**src/rtl/apb_decoder_tmo.sv**
```systemverilog
// APB address decoder with per-transfer wait timeout.
// One upstream APB port fans out to NUM_SLAVES downstream ports selected by
// in_paddr[31:SEL_LSB]. Unmapped regions are answered locally with an error,
// and a stalled slave is aborted after TIMEOUT wait cycles.
//
// state | meaning
// IDLE  | no transfer latched; setup decoded combinationally
// FWD   | transfer forwarded to the latched slave, waiting for pready
// DERR  | unmapped address, local zero-wait error response
// TMO   | one-cycle abort response after a slave timeout
module apb_decoder_tmo #(
  parameter int NUM_SLAVES = 4,
  parameter int SEL_LSB    = 28,
  parameter int SLOT_BASE  = 4,
  parameter int TIMEOUT    = 255
) (
  input  logic                    pclk,
  input  logic                    preset,
  input  logic                    in_psel,
  input  logic                    in_penable,
  input  logic                    in_pwrite,
  input  logic [31:0]             in_paddr,
  input  logic [31:0]             in_pwdata,
  output logic [31:0]             in_prdata,
  output logic                    in_pready,
  output logic                    in_pslverr,
  output logic [NUM_SLAVES-1:0]   out_psel,
  output logic [NUM_SLAVES-1:0]   out_penable,
  output logic [31:0]             out_paddr,
  output logic [31:0]             out_pwdata,
  output logic                    out_pwrite,
  input  logic [32*NUM_SLAVES-1:0] out_prdata,
  input  logic [NUM_SLAVES-1:0]   out_pready,
  input  logic [NUM_SLAVES-1:0]   out_pslverr,
  input  logic                    err_clr,
  output logic [7:0]              err_count,
  output logic                    tmo_flag
);

  localparam int IW = (NUM_SLAVES > 1) ? $clog2(NUM_SLAVES) : 1;
  localparam int CW = (TIMEOUT > 0) ? $clog2(TIMEOUT + 1) : 1;

  typedef enum logic [1:0] {IDLE, FWD, DERR, TMO} state_t;

  state_t                state, next_state;
  logic [IW-1:0]         idx;
  logic [IW-1:0]         hit_idx;
  logic [NUM_SLAVES-1:0] hit;
  logic                  mapped;
  logic [31:0]           region;
  logic [CW-1:0]         wait_cnt;
  logic                  sel_ready, sel_err;
  logic [31:0]           sel_rdata;
  logic                  abort;
  logic                  setup;
  logic                  err_inc;

  assign out_paddr  = in_paddr;
  assign out_pwdata = in_pwdata;
  assign out_pwrite = in_pwrite;

  assign region = in_paddr >> SEL_LSB;
  assign setup  = in_psel && !in_penable;

  // Region decode: one-hot hit vector plus its encoded index.
  always_comb begin
    hit     = '0;
    hit_idx = '0;
    mapped  = 1'b0;
    for (int i = 0; i < NUM_SLAVES; i++) begin
      if (region == 32'(SLOT_BASE + i)) begin
        hit[i]  = 1'b1;
        hit_idx = IW'(i);
        mapped  = 1'b1;
      end
    end
  end

  // Response mux from the latched slave (a true mux, so idle slaves cannot leak).
  always_comb begin
    sel_ready = 1'b0;
    sel_err   = 1'b0;
    sel_rdata = '0;
    for (int i = 0; i < NUM_SLAVES; i++) begin
      if (idx == IW'(i)) begin
        sel_ready = out_pready[i];
        sel_err   = out_pslverr[i];
        sel_rdata = out_prdata[i*32 +: 32];
      end
    end
  end

  assign abort = (TIMEOUT > 0) && in_penable && !sel_ready && (wait_cnt == CW'(TIMEOUT));

  // State register.
  always_ff @(posedge pclk or posedge preset) begin
    if (preset) state <= IDLE;
    else        state <= next_state;
  end

  // Next-state logic.
  always_comb begin
    next_state = state;
    case (state)
      IDLE: if (setup) next_state = mapped ? FWD : DERR;
      FWD: begin
        if (!in_psel)                      next_state = IDLE;
        else if (in_penable && sel_ready)  next_state = IDLE;
        else if (abort)                    next_state = TMO;
      end
      DERR: if (!in_psel || in_penable) next_state = IDLE;
      TMO:  next_state = IDLE;
      default: next_state = IDLE;
    endcase
  end

  // Output logic; everything facing either bus is held low during reset.
  always_comb begin
    out_psel    = '0;
    out_penable = '0;
    in_pready   = 1'b0;
    in_pslverr  = 1'b0;
    in_prdata   = '0;
    if (!preset) begin
      case (state)
        IDLE: out_psel = {NUM_SLAVES{in_psel}} & hit;
        FWD: begin
          for (int i = 0; i < NUM_SLAVES; i++) begin
            if (idx == IW'(i)) begin
              out_psel[i]    = in_psel;
              out_penable[i] = in_penable;
            end
          end
          in_pready  = sel_ready;
          in_pslverr = sel_err;
          in_prdata  = sel_rdata;
        end
        DERR: begin
          in_pready  = in_penable;
          in_pslverr = in_penable;
        end
        TMO: begin
          in_pready  = 1'b1;
          in_pslverr = 1'b1;
        end
        default: ;
      endcase
    end
  end

  // Latch the decoded slave index on each setup cycle.
  always_ff @(posedge pclk or posedge preset) begin
    if (preset)                     idx <= '0;
    else if (state == IDLE && setup) idx <= hit_idx;
  end

  // Wait counter: zero outside FWD, counts stalled access cycles while staying in FWD.
  always_ff @(posedge pclk or posedge preset) begin
    if (preset)
      wait_cnt <= '0;
    else if (state == FWD && next_state == FWD) begin
      if (TIMEOUT > 0 && in_penable && !sel_ready && wait_cnt != CW'(TIMEOUT))
        wait_cnt <= wait_cnt + CW'(1);
    end else
      wait_cnt <= '0;
  end

  assign err_inc = (state == FWD  && in_psel && in_penable && sel_ready && sel_err) ||
                   (state == DERR && in_psel && in_penable) ||
                   (state == TMO);

  // Saturating error counter and sticky timeout flag; clear wins.
  always_ff @(posedge pclk or posedge preset) begin
    if (preset) begin
      err_count <= '0;
      tmo_flag  <= 1'b0;
    end else if (err_clr) begin
      err_count <= '0;
      tmo_flag  <= 1'b0;
    end else begin
      if (err_inc && err_count != 8'hFF) err_count <= err_count + 8'd1;
      if (state == FWD && next_state == TMO) tmo_flag <= 1'b1;
    end
  end

endmodule

```
**config.mk**
```make
export PLATFORM = sky130hd
export DESIGN_NAME = apb_decoder_tmo
export DESIGN_NICKNAME = d
export VERILOG_FILES = /design/src/rtl/apb_decoder_tmo.sv
export SDC_FILE = /design/constraint.sdc
export NUM_CORES = 1
export LEC_CHECK = 0
export ABC_AREA = 1
export CAP_MARGIN = 40
export CORE_AREA = 2 2 126 128
export DETAILED_ROUTE_END_ITERATION = 10
export DIE_AREA = 0 0 128 130
export PLACE_DENSITY = 0.64
export SYNTH_ARGS = -nofsm -noshare
export SYNTH_HDL_FRONTEND = slang
export SYNTH_SLANG_ARGS = --single-unit
```
**constraint.sdc**
```tcl
create_clock -name pclk -period 4.7 [get_ports pclk]
set_clock_uncertainty 0.15 [all_clocks]
set_input_delay 0.705 -clock pclk [delete_from_list [all_inputs] [get_ports pclk]]
set_output_delay 0.705 -clock pclk [all_outputs]
set_load 0.01 [all_outputs]
```
==> results of run 1 <==
-- layout make-up --
cell class,count,area (um2)
fill,1682,10800
timing repair buffer,202,2010
inverter,49,194
multi-input combinational,297,1610
clock buffer,4,78.8
sequential,21,526
antenna,3,7.51
tap,192,240
-- per-layer routing --
metal	share of wire	global-route usage
met1	0.39	0.163
met2	0.51	0.268
met3	0.085	0.0504
met4	0.015	0.0388
met5	0.0010	0
-- cells by family (layout without fill, tap and decap cells) --
family                     count (synthesis)  after routing  share of synthesized area
buffers and inverters                    133            255                      0.269
other                                      0              3                          0
xor gates and xnor gates                  12             12                     0.0360
adders and majority gates                  2              2                    0.00858
AOI/OAI and AO/OA                         92             92                      0.195
DFF                                       21             21                      0.180
and+or+nand+nor                          191            191                      0.311
-- tightest hold or removal path: stages (launching register included) --
cell and delay (ns):
dfrtp_1 0.38, inv_1 0.05, a21oi_1 0.05
-- sequential cells by signal (all words and copies together) (netlist names) --
name,cells
state,2
tmo_flag,1
idx,2
err_count,8
wait_cnt,8
-- per-stage QoR --
| stage | area, um2 | power (mW) |
|---|---|---|
| 4_1_cts | 4660 | 0.724 |
| 5_1_grt | 4660 | 0.760 |
| 3_3_place_gp | 4580 | 0.535 |
| 2_1_floorplan | 2920 | 0.412 |
| 3_5_place_dp | 4580 | 0.537 |
| 6_report | 4670 | 0.715 |
-- path summary, 6_finish.rpt --
| path | endpoint | cells past startpoint |
|---|---|---|
| min reg2reg | tmo_flag | 2 |
| max reg2reg | err_count[0] | 10 |
| max in group asynchronous | err_count[6] | 3 |
| max | in_prdata[26] | 7 |
| min | tmo_flag | 2 |
| min in group asynchronous | state[0] | 2 |
-- placed cells by master (no fill, tap or decap), types with 3 or more instances in the layout --
master / Yosys / routed
o22ai_1: 6 / 6
o221ai_1: 11 / 11
nor3_1: 5 / 5
nor2_2: 7 / 7
nand3_1: 40 / 40
dfrtp_1: 21 / 21
nand4_1: 7 / 7
clkbuf_16: 0 / 3
clkdlybuf4s50_1: 0 / 199
inv_1: 44 / 44
o21ai_0: 34 / 34
xor2_1: 8 / 8
inv_2: 3 / 3
xnor2_1: 4 / 4
nor2_1: 42 / 42
a21oi_1: 19 / 19
buf_4: 65 / 3
o211ai_1: 17 / 17
diode_2: 0 / 3
nand2_1: 73 / 73
or2_2: 7 / 7
-- where the power goes --
part | internal, mW | total (mW) | switching (mW)
clock | 0.116 | 0.182 | 0.0667
combinational | 0.177 | 0.334 | 0.157
sequential | 0.184 | 0.199 | 0.0150
==> results.json, run 1 <==
{
  "worst-path-buf-inv": 2,
  "instances_no_fill": 768,
  "synth-seq-cells": 21,
  "slew_headroom": 0.471,
  "cts_tree": "done",
  "maxCapViolations": 0,
  "yosys_most_used_dff": "dfrtp_1",
  "dp_cells": 761,
  "gp_congestion": 0.857,
  "drc": 0,
  "routed_wl_um": 13000,
  "path_cells": "inv_2 > nand2_1 > o22ai_1 > o21ai_0 > o21ai_0 > nor2_1 > clkdlybuf4s50_1",
  "rsz0062_at_grt": "false",
  "synth_area_per_cell_um2": 6.47,
  "cts-buffers-inserted": 3,
  "hold_path_class": "reg2reg",
  "drt-pass1-iter-count": 4,
  "clockBufferDepth": 2,
  "synth-edff-count": 0,
  "ctsResizeCount": 0,
  "synth_cells": 451,
  "viasPerCell": 4.38,
  "slew_violations": 0,
  "die_area_um2": 16600,
  "critPathLaunch": "idx[0]",
  "setup_ws_ns": 0.790,
  "grt_pass1_vias": 3274,
  "required_ns": 3.85,
  "fin_nets": 782,
  "coreArea_um2": 15400,
  "yosys-top-cells-area": "dfrtp_1 (18%), buf_4 (17%), nand2_1 (9.4%)",
  "worstPathArrival_ns": 3.06,
  "cp_slowest_cell": "dfrtp_1",
  "num_io_pins": 322,
  "yosysSeqAreaShare": 0.180,
  "endpoint_kind": "output port",
  "p_leak_nw": 1.95,
  "setup_violations": 0,
  "hold_start": "tmo_flag",
  "reg2reg_slack_ns": 1.85,
  "dpl.hpwl_um": 10800,
  "synth_commonest_cells": "nand2_1 (73), buf_4 (65), inv_1 (44)",
  "grt_overflow_total": 0,
  "wl_per_cell_um": 17.0,
  "yosysWarnings": 0,
  "power_density_nw_per_um2": 153,
  "tns_ns": 0,
  "worst_pin_slew_ns": 0.794,
  "critPathMaxStageDelay_ns": 0.77,
  "hold_slack_ns": 0.374,
  "final_util": 0.303,
  "async_flop_share": 1.00,
  "rows": 46,
  "insertion_delay_ns": 0.25,
  "antenna_found_initial": 4,
  "grtUsageTotal": 0.146,
  "yosysMostFrequentCell": "nand2_1",
  "critPathTopFamily": "buffers and inverters",
  "grt_pass1_wl_um": 18700,
  "root_buffer": "clkbuf_16",
  "initialDrtViolationCount": 116,
  "htreeDepth": 1,
  "syn_area_um2": 2920,
  "fp.dieH_um": 130,
  "ys_types": 36,
  "ir_drop_v": 0.000109,
  "critPathMaxFanout": 21,
  "synth.net_count": 659,
  "start_util": 0.189,
  "status": "completed",
  "antenna_left": 0,
  "yosys.area.top_type_share": 0.180,
  "clkTransAtPathRegs_ns": 0.06,
  "r2r_start": "idx[0]",
  "grt_max_degree": 43,
  "postCtsSetupRepairBufs": 0,
  "pre_cts_ws_ns": 1.02,
  "hold_buffers": 0,
  "max_clock_freq_ghz": 0.256,
  "drive_above_1_share": 0.0646,
  "finalWorstPathRequiredPeriod_ns": 3.91,
  "io_buffers": 199,
  "synth_top_area_cell": "dfrtp_1",
  "path_class": "reg2out",
  "cp-start-kind": "register",
  "clock_sinks": 21,
  "area_growth_syn_to_layout_pct": 60.0,
  "timing.final.crit_share": 0.832,
  "die_w_um": 128,
  "dr_total_vias": 3366,
  "hold_viol": 0,
  "path_common_cell": "o21ai_0"
}
Note: power is estimated with default switching activity, not from simulation.
==> run 2, diff against run 1 <==
CORE_AREA = 2 2 123 125   (was 2 2 126 128)
DIE_AREA = 0 0 125 127   (was 0 0 128 130)
PLACE_DENSITY = 0.66   (was 0.64)
clock period = 3.8 ns   (was 4.7 ns; I/O delays follow)
==> results.json, run 2 (synthesis results as in run 1) <==
{
  "status": "completed",
  "power_density_nw_per_um2": 192,
  "drc": 0,
  "worst_pin_slew_ns": 0.506,
  "slew_violations": 0,
  "num_io_pins": 322,
  "cts-buffers-inserted": 3,
  "grt_overflow_total": 0,
  "gp_congestion": 0.827,
  "clkTransAtPathRegs_ns": 0.06,
  "worstPathArrival_ns": 2.57,
  "root_buffer": "clkbuf_16",
  "required_ns": 3.08,
  "maxCapViolations": 0,
  "p_leak_nw": 1.98,
  "antenna_left": 0,
  "endpoint_kind": "output port",
  "die_w_um": 125,
  "initialDrtViolationCount": 147,
  "cp-start-kind": "register",
  "mostFrequentLayoutCell": "clkdlybuf4s50_1",
  "critPathMaxFanout": 13,
  "drive_above_1_share": 0.0744,
  "rows": 44,
  "postCtsSetupRepairBufs": 0,
  "path_class": "reg2out",
  "grtUsageTotal": 0.153,
  "viasPerCell": 4.47,
  "layout_common_cells": "clkdlybuf4s50_1 (199), nand2_1 (73), inv_1 (44)",
  "multiInputGateArea_um2": 1610,
  "fin_nets": 787,
  "start_util": 0.202,
  "p_seq_frac": 0.263,
  "coreArea_um2": 14400,
  "finalWorstPathRequiredPeriod_ns": 3.29,
  "antenna_cells": 0,
  "cts_tree": "done",
  "pwr-share-comb": 0.484,
  "die_area_um2": 15900,
  "ctsResizeCount": 0,
  "drt-pass1-iter-count": 4,
  "final_util": 0.325,
  "ir_drop_v": 0.000154,
  "fillers": 1572,
  "slew_headroom": 0.662,
  "dr_total_vias": 3408,
  "timing.final.crit_share": 0.866,
  "largestRegisters": "err_count (8), wait_cnt (8)",
  "place_area_um2": 4610,
  "routed_wl_um": 12800,
  "hold_path_class": "reg2reg",
  "hold_viol": 0,
  "rsz0062_at_grt": "false",
  "intPower_mw": 0.595,
  "net-switching-power_mw": 0.306,
  "tns_ns": 0,
  "ff_latch_area_um2": 526,
  "clock_sinks": 21,
  "clockBufferDepth": 2,
  "area_growth_syn_to_layout_pct": 60.7,
  "fp.dieH_um": 127,
  "io_buffers": 199,
  "p_sw_frac": 0.340,
  "fin_area_um2": 4690,
  "max_clock_freq_ghz": 0.304,
  "setup_violations": 0,
  "dpl.hpwl_um": 10300,
  "grt_pass1_vias": 3350,
  "grt_max_degree": 28,
  "grt_pass1_wl_um": 19300,
  "pre_cts_ws_ns": 0.602,
  "antenna_found_initial": 0,
  "hold_buffers": 0,
  "wl_per_cell_um": 16.8,
  "setup_ws_ns": 0.511,
  "insertion_delay_ns": 0.26,
  "clkPwrFrac": 0.253,
  "htreeDepth": 1
}
[run 2: cell types whose count changed in the layout (fill, tap and decap cells not counted)]
cell      delta
diode_2      -3
buf_4        +5
clkinv_2     +1
clkbuf_1     -1
[run 2: area by class of cell]
| cell class | instances | share of cell area |
|---|---|---|
| inverter | 49 | 0.0414 |
| tap | 184 | 0.0491 |
| clock buffer | 3 | 0.0160 |
| multi-input combinational | 297 | 0.343 |
| clock inverter | 1 | 0.00107 |
| sequential | 21 | 0.112 |
| timing repair buffer | 207 | 0.438 |
[run 2: worst max-delay path: stages (launching register included)]
cell             delay, ns
dfrtp_1               0.46
inv_2                 0.13
nand2_1               0.41
o22ai_1               0.13
o21ai_0               0.28
o21ai_0               0.23
nor2_1                0.13
clkdlybuf4s50_1       0.54
[run 2: power by group through the flow]
stage          clock [mW]  sequential [mW]  combinational [mW]
6_report            0.228            0.237               0.437
5_1_grt             0.246            0.237               0.479
4_1_cts             0.232            0.237               0.444
3_5_place_dp            0            0.241               0.441
3_3_place_gp            0            0.240               0.443
2_1_floorplan           0            0.239               0.271
[run 2: path summary, 6_finish.rpt]
path	start	end	slack, ns	cells after the start
max in group asynchronous	preset	err_count[5]	2.44	3
max reg2reg	idx[1]	wait_cnt[0]	1.36	12
max	idx[0]	in_prdata[26]	0.51	7
min	tmo_flag	tmo_flag	0.37	2
min in group asynchronous	preset	state[0]	0.55	2
min reg2reg	tmo_flag	tmo_flag	0.37	2
[run 2: per-layer routing]
layer	part of all wire	vias up	global-route usage	routed length, um
met5	0	-	0	0
met4	0.028	0	0.0471	363
met3	0.082	29	0.0364	1050
met2	0.50	167	0.268	6360
met1	0.39	1524	0.185	5010
li1	-	1688	-	-
[run 2: stage by stage]
| step | cells | power [mW] | hold WS [ns] |
|---|---|---|---|
| final | 762 | 0.901 | 0.372 |
| after global routing | 762 | 0.963 | 0.423 |
| after CTS | 762 | 0.913 | 0.382 |
| after detailed placement | 758 | 0.681 | 0.369 |
| after global placement | 758 | 0.683 | 0.361 |
| after floorplan | 451 | 0.510 | 0.375 |
==> run 3, diff against run 2 <==
CORE_AREA = 2 2 126 128   (was 2 2 123 125)
CTS_BUF_LIST = sky130_fd_sc_hd__clkbuf_8   (was default)
DIE_AREA = 0 0 128 130   (was 0 0 125 127)
clock period = 2.9 ns   (was 3.8 ns; I/O delays follow)
==> results.json, run 3 (synthesis results as in run 1) <==
{
  "rsz0062_at_grt": "false",
  "dp_cells": 772,
  "endpoint_kind": "output port",
  "setup_violations": 0,
  "antenna_left": 0,
  "grtUsageTotal": 0.150,
  "p_leak_nw": 2.07,
  "hold_path_class": "in2async",
  "fin_nets": 797,
  "instances_no_fill": 780,
  "antenna_found_initial": 1,
  "layout_common_cells": "clkdlybuf4s50_1 (196), nand2_1 (72), inv_1 (44)",
  "clockBufferDepth": 2,
  "slew_headroom": 0.722,
  "fp.dieH_um": 130,
  "coreArea_um2": 15400,
  "htreeDepth": 1,
  "power_density_nw_per_um2": 232,
  "insertion_delay_ns": 0.26,
  "viasPerCell": 4.45,
  "maxCapViolations": 0,
  "routed_wl_um": 13300,
  "drive_above_1_share": 0.0986,
  "rows": 46,
  "io_buffers": 199,
  "reg2reg_slack_ns": 0.74,
  "die_w_um": 128,
  "num_io_pins": 322,
  "cp-start-kind": "input port",
  "timing.final.crit_share": 0.969,
  "path_cells": "clkdlybuf4s50_1 > nor2_4 > clkinvlp_4 > buf_4 > nor2_1 > clkdlybuf4s50_1",
  "status": "completed",
  "fillers": 1661,
  "grt_overflow_total": 0,
  "start_util": 0.189,
  "critPathMaxFanout": 5,
  "dpl.hpwl_um": 10900,
  "initialDrtViolationCount": 181,
  "root_buffer": "clkbuf_8",
  "drt-pass1-iter-count": 4,
  "power_mw": 1.12,
  "max_clock_freq_ghz": 0.356,
  "die_area_um2": 16600,
  "mostFrequentLayoutCell": "clkdlybuf4s50_1",
  "critPathTopFamily": "buffers and inverters",
  "area_growth_syn_to_layout_pct": 66.0,
  "clock_sinks": 21,
  "tns_ns": 0,
  "drc": 0,
  "required_ns": 2.32,
  "cp_slowest_cell": "clkdlybuf4s50_1",
  "cts-buffers-inserted": 3,
  "path_common_cell": "clkdlybuf4s50_1",
  "worst-path-buf-inv": 4,
  "critPathMaxStageDelay_ns": 0.55,
  "r2r-end": "wait_cnt[4]",
  "slew_violations": 0,
  "grt_max_degree": 27,
  "finalWorstPathRequiredPeriod_ns": 2.81,
  "hold_buffers": 0,
  "dr_total_vias": 3469,
  "multiInputGateArea_um2": 1650,
  "ff_latch_area_um2": 527,
  "path_class": "in2out",
  "antenna_cells": 0,
  "hold_viol": 0,
  "wl_per_cell_um": 17.1,
  "worstPathArrival_ns": 2.23,
  "worst_pin_slew_ns": 0.416,
  "cts_tree": "done",
  "rr_worst_depth": 13,
  "clkTransAtPathRegs_ns": 0.08,
  "grt_pass1_vias": 3217,
  "largestRegisters": "err_count (8), wait_cnt (8)",
  "grt_pass1_wl_um": 19300,
  "r2r_start": "idx[0]",
  "gp_congestion": 0.823,
  "ir_drop_v": 0.000123
}
-- run 3: area by class of cell --
| type | count | share of cell area |
|---|---|---|
| clock buffer | 3 | 0.00853 |
| clock inverter | 1 | 0.000775 |
| inverter | 49 | 0.0408 |
| multi-input combinational | 297 | 0.341 |
| sequential | 21 | 0.109 |
| tap | 192 | 0.0496 |
| timing repair buffer | 217 | 0.451 |
-- run 3: per-stage QoR --
| stage | utilization | instance area (um2) | worst slack, ns | hold WS [ns] |
|---|---|---|---|---|
| 2_1_floorplan | - | 2920 | 0.899 | 0.279 |
| 3_3_place_gp | 0.304 | 4690 | 0.0176 | 0.367 |
| 3_5_place_dp | 0.304 | 4690 | 0.0359 | 0.364 |
| 4_1_cts | 0.308 | 4750 | 0.00300 | 0.342 |
| 5_1_grt | 0.314 | 4840 | 0.00854 | 0.408 |
| 6_report | 0.314 | 4840 | 0.0886 | 0.372 |
-- run 3: how the worst max path moves through the flow --
stage | start | endpoint | slack [ns] | cells after the start
finish | preset | in_prdata[24] | 0.09 | 6
global route | in_paddr[30] | out_psel[2] | 0.009 | 8
CTS | idx[1] | in_prdata[26] | 0.003 | 8
detailed placement | in_paddr[30] | out_psel[2] | 0.04 | 8
global placement | in_paddr[30] | out_psel[3] | 0.02 | 8
floorplan | idx[0] | in_prdata[16] | 0.90 | 7
-- run 3: power breakdown --
| group | switching, mW | internal, mW | leakage, nW |
|---|---|---|---|
| Clock | 0.0976 | 0.0945 | 0.0269 |
| Combinational | 0.297 | 0.327 | 1.76 |
| Sequential | 0.00776 | 0.299 | 0.290 |
-- run 3: repair_timing --
| item | in CTS | in global routing |
|---|---|---|
| setup endpoints to repair | 6 | 13 |
| resized for setup | 5 | 16 |
| pin swaps | 0 | 1 |
| setup buffers | 0 | 4 |
-- run 3: per-layer routing --
| layer | up-vias | track usage | part of all wire |
|---|---|---|---|
| li1 | 1704 | - | - |
| met1 | 1562 | 0.188 | 0.40 |
| met2 | 162 | 0.249 | 0.47 |
| met3 | 39 | 0.0459 | 0.093 |
| met4 | 2 | 0.0452 | 0.028 |
| met5 | - | 0 | 0.00097 |
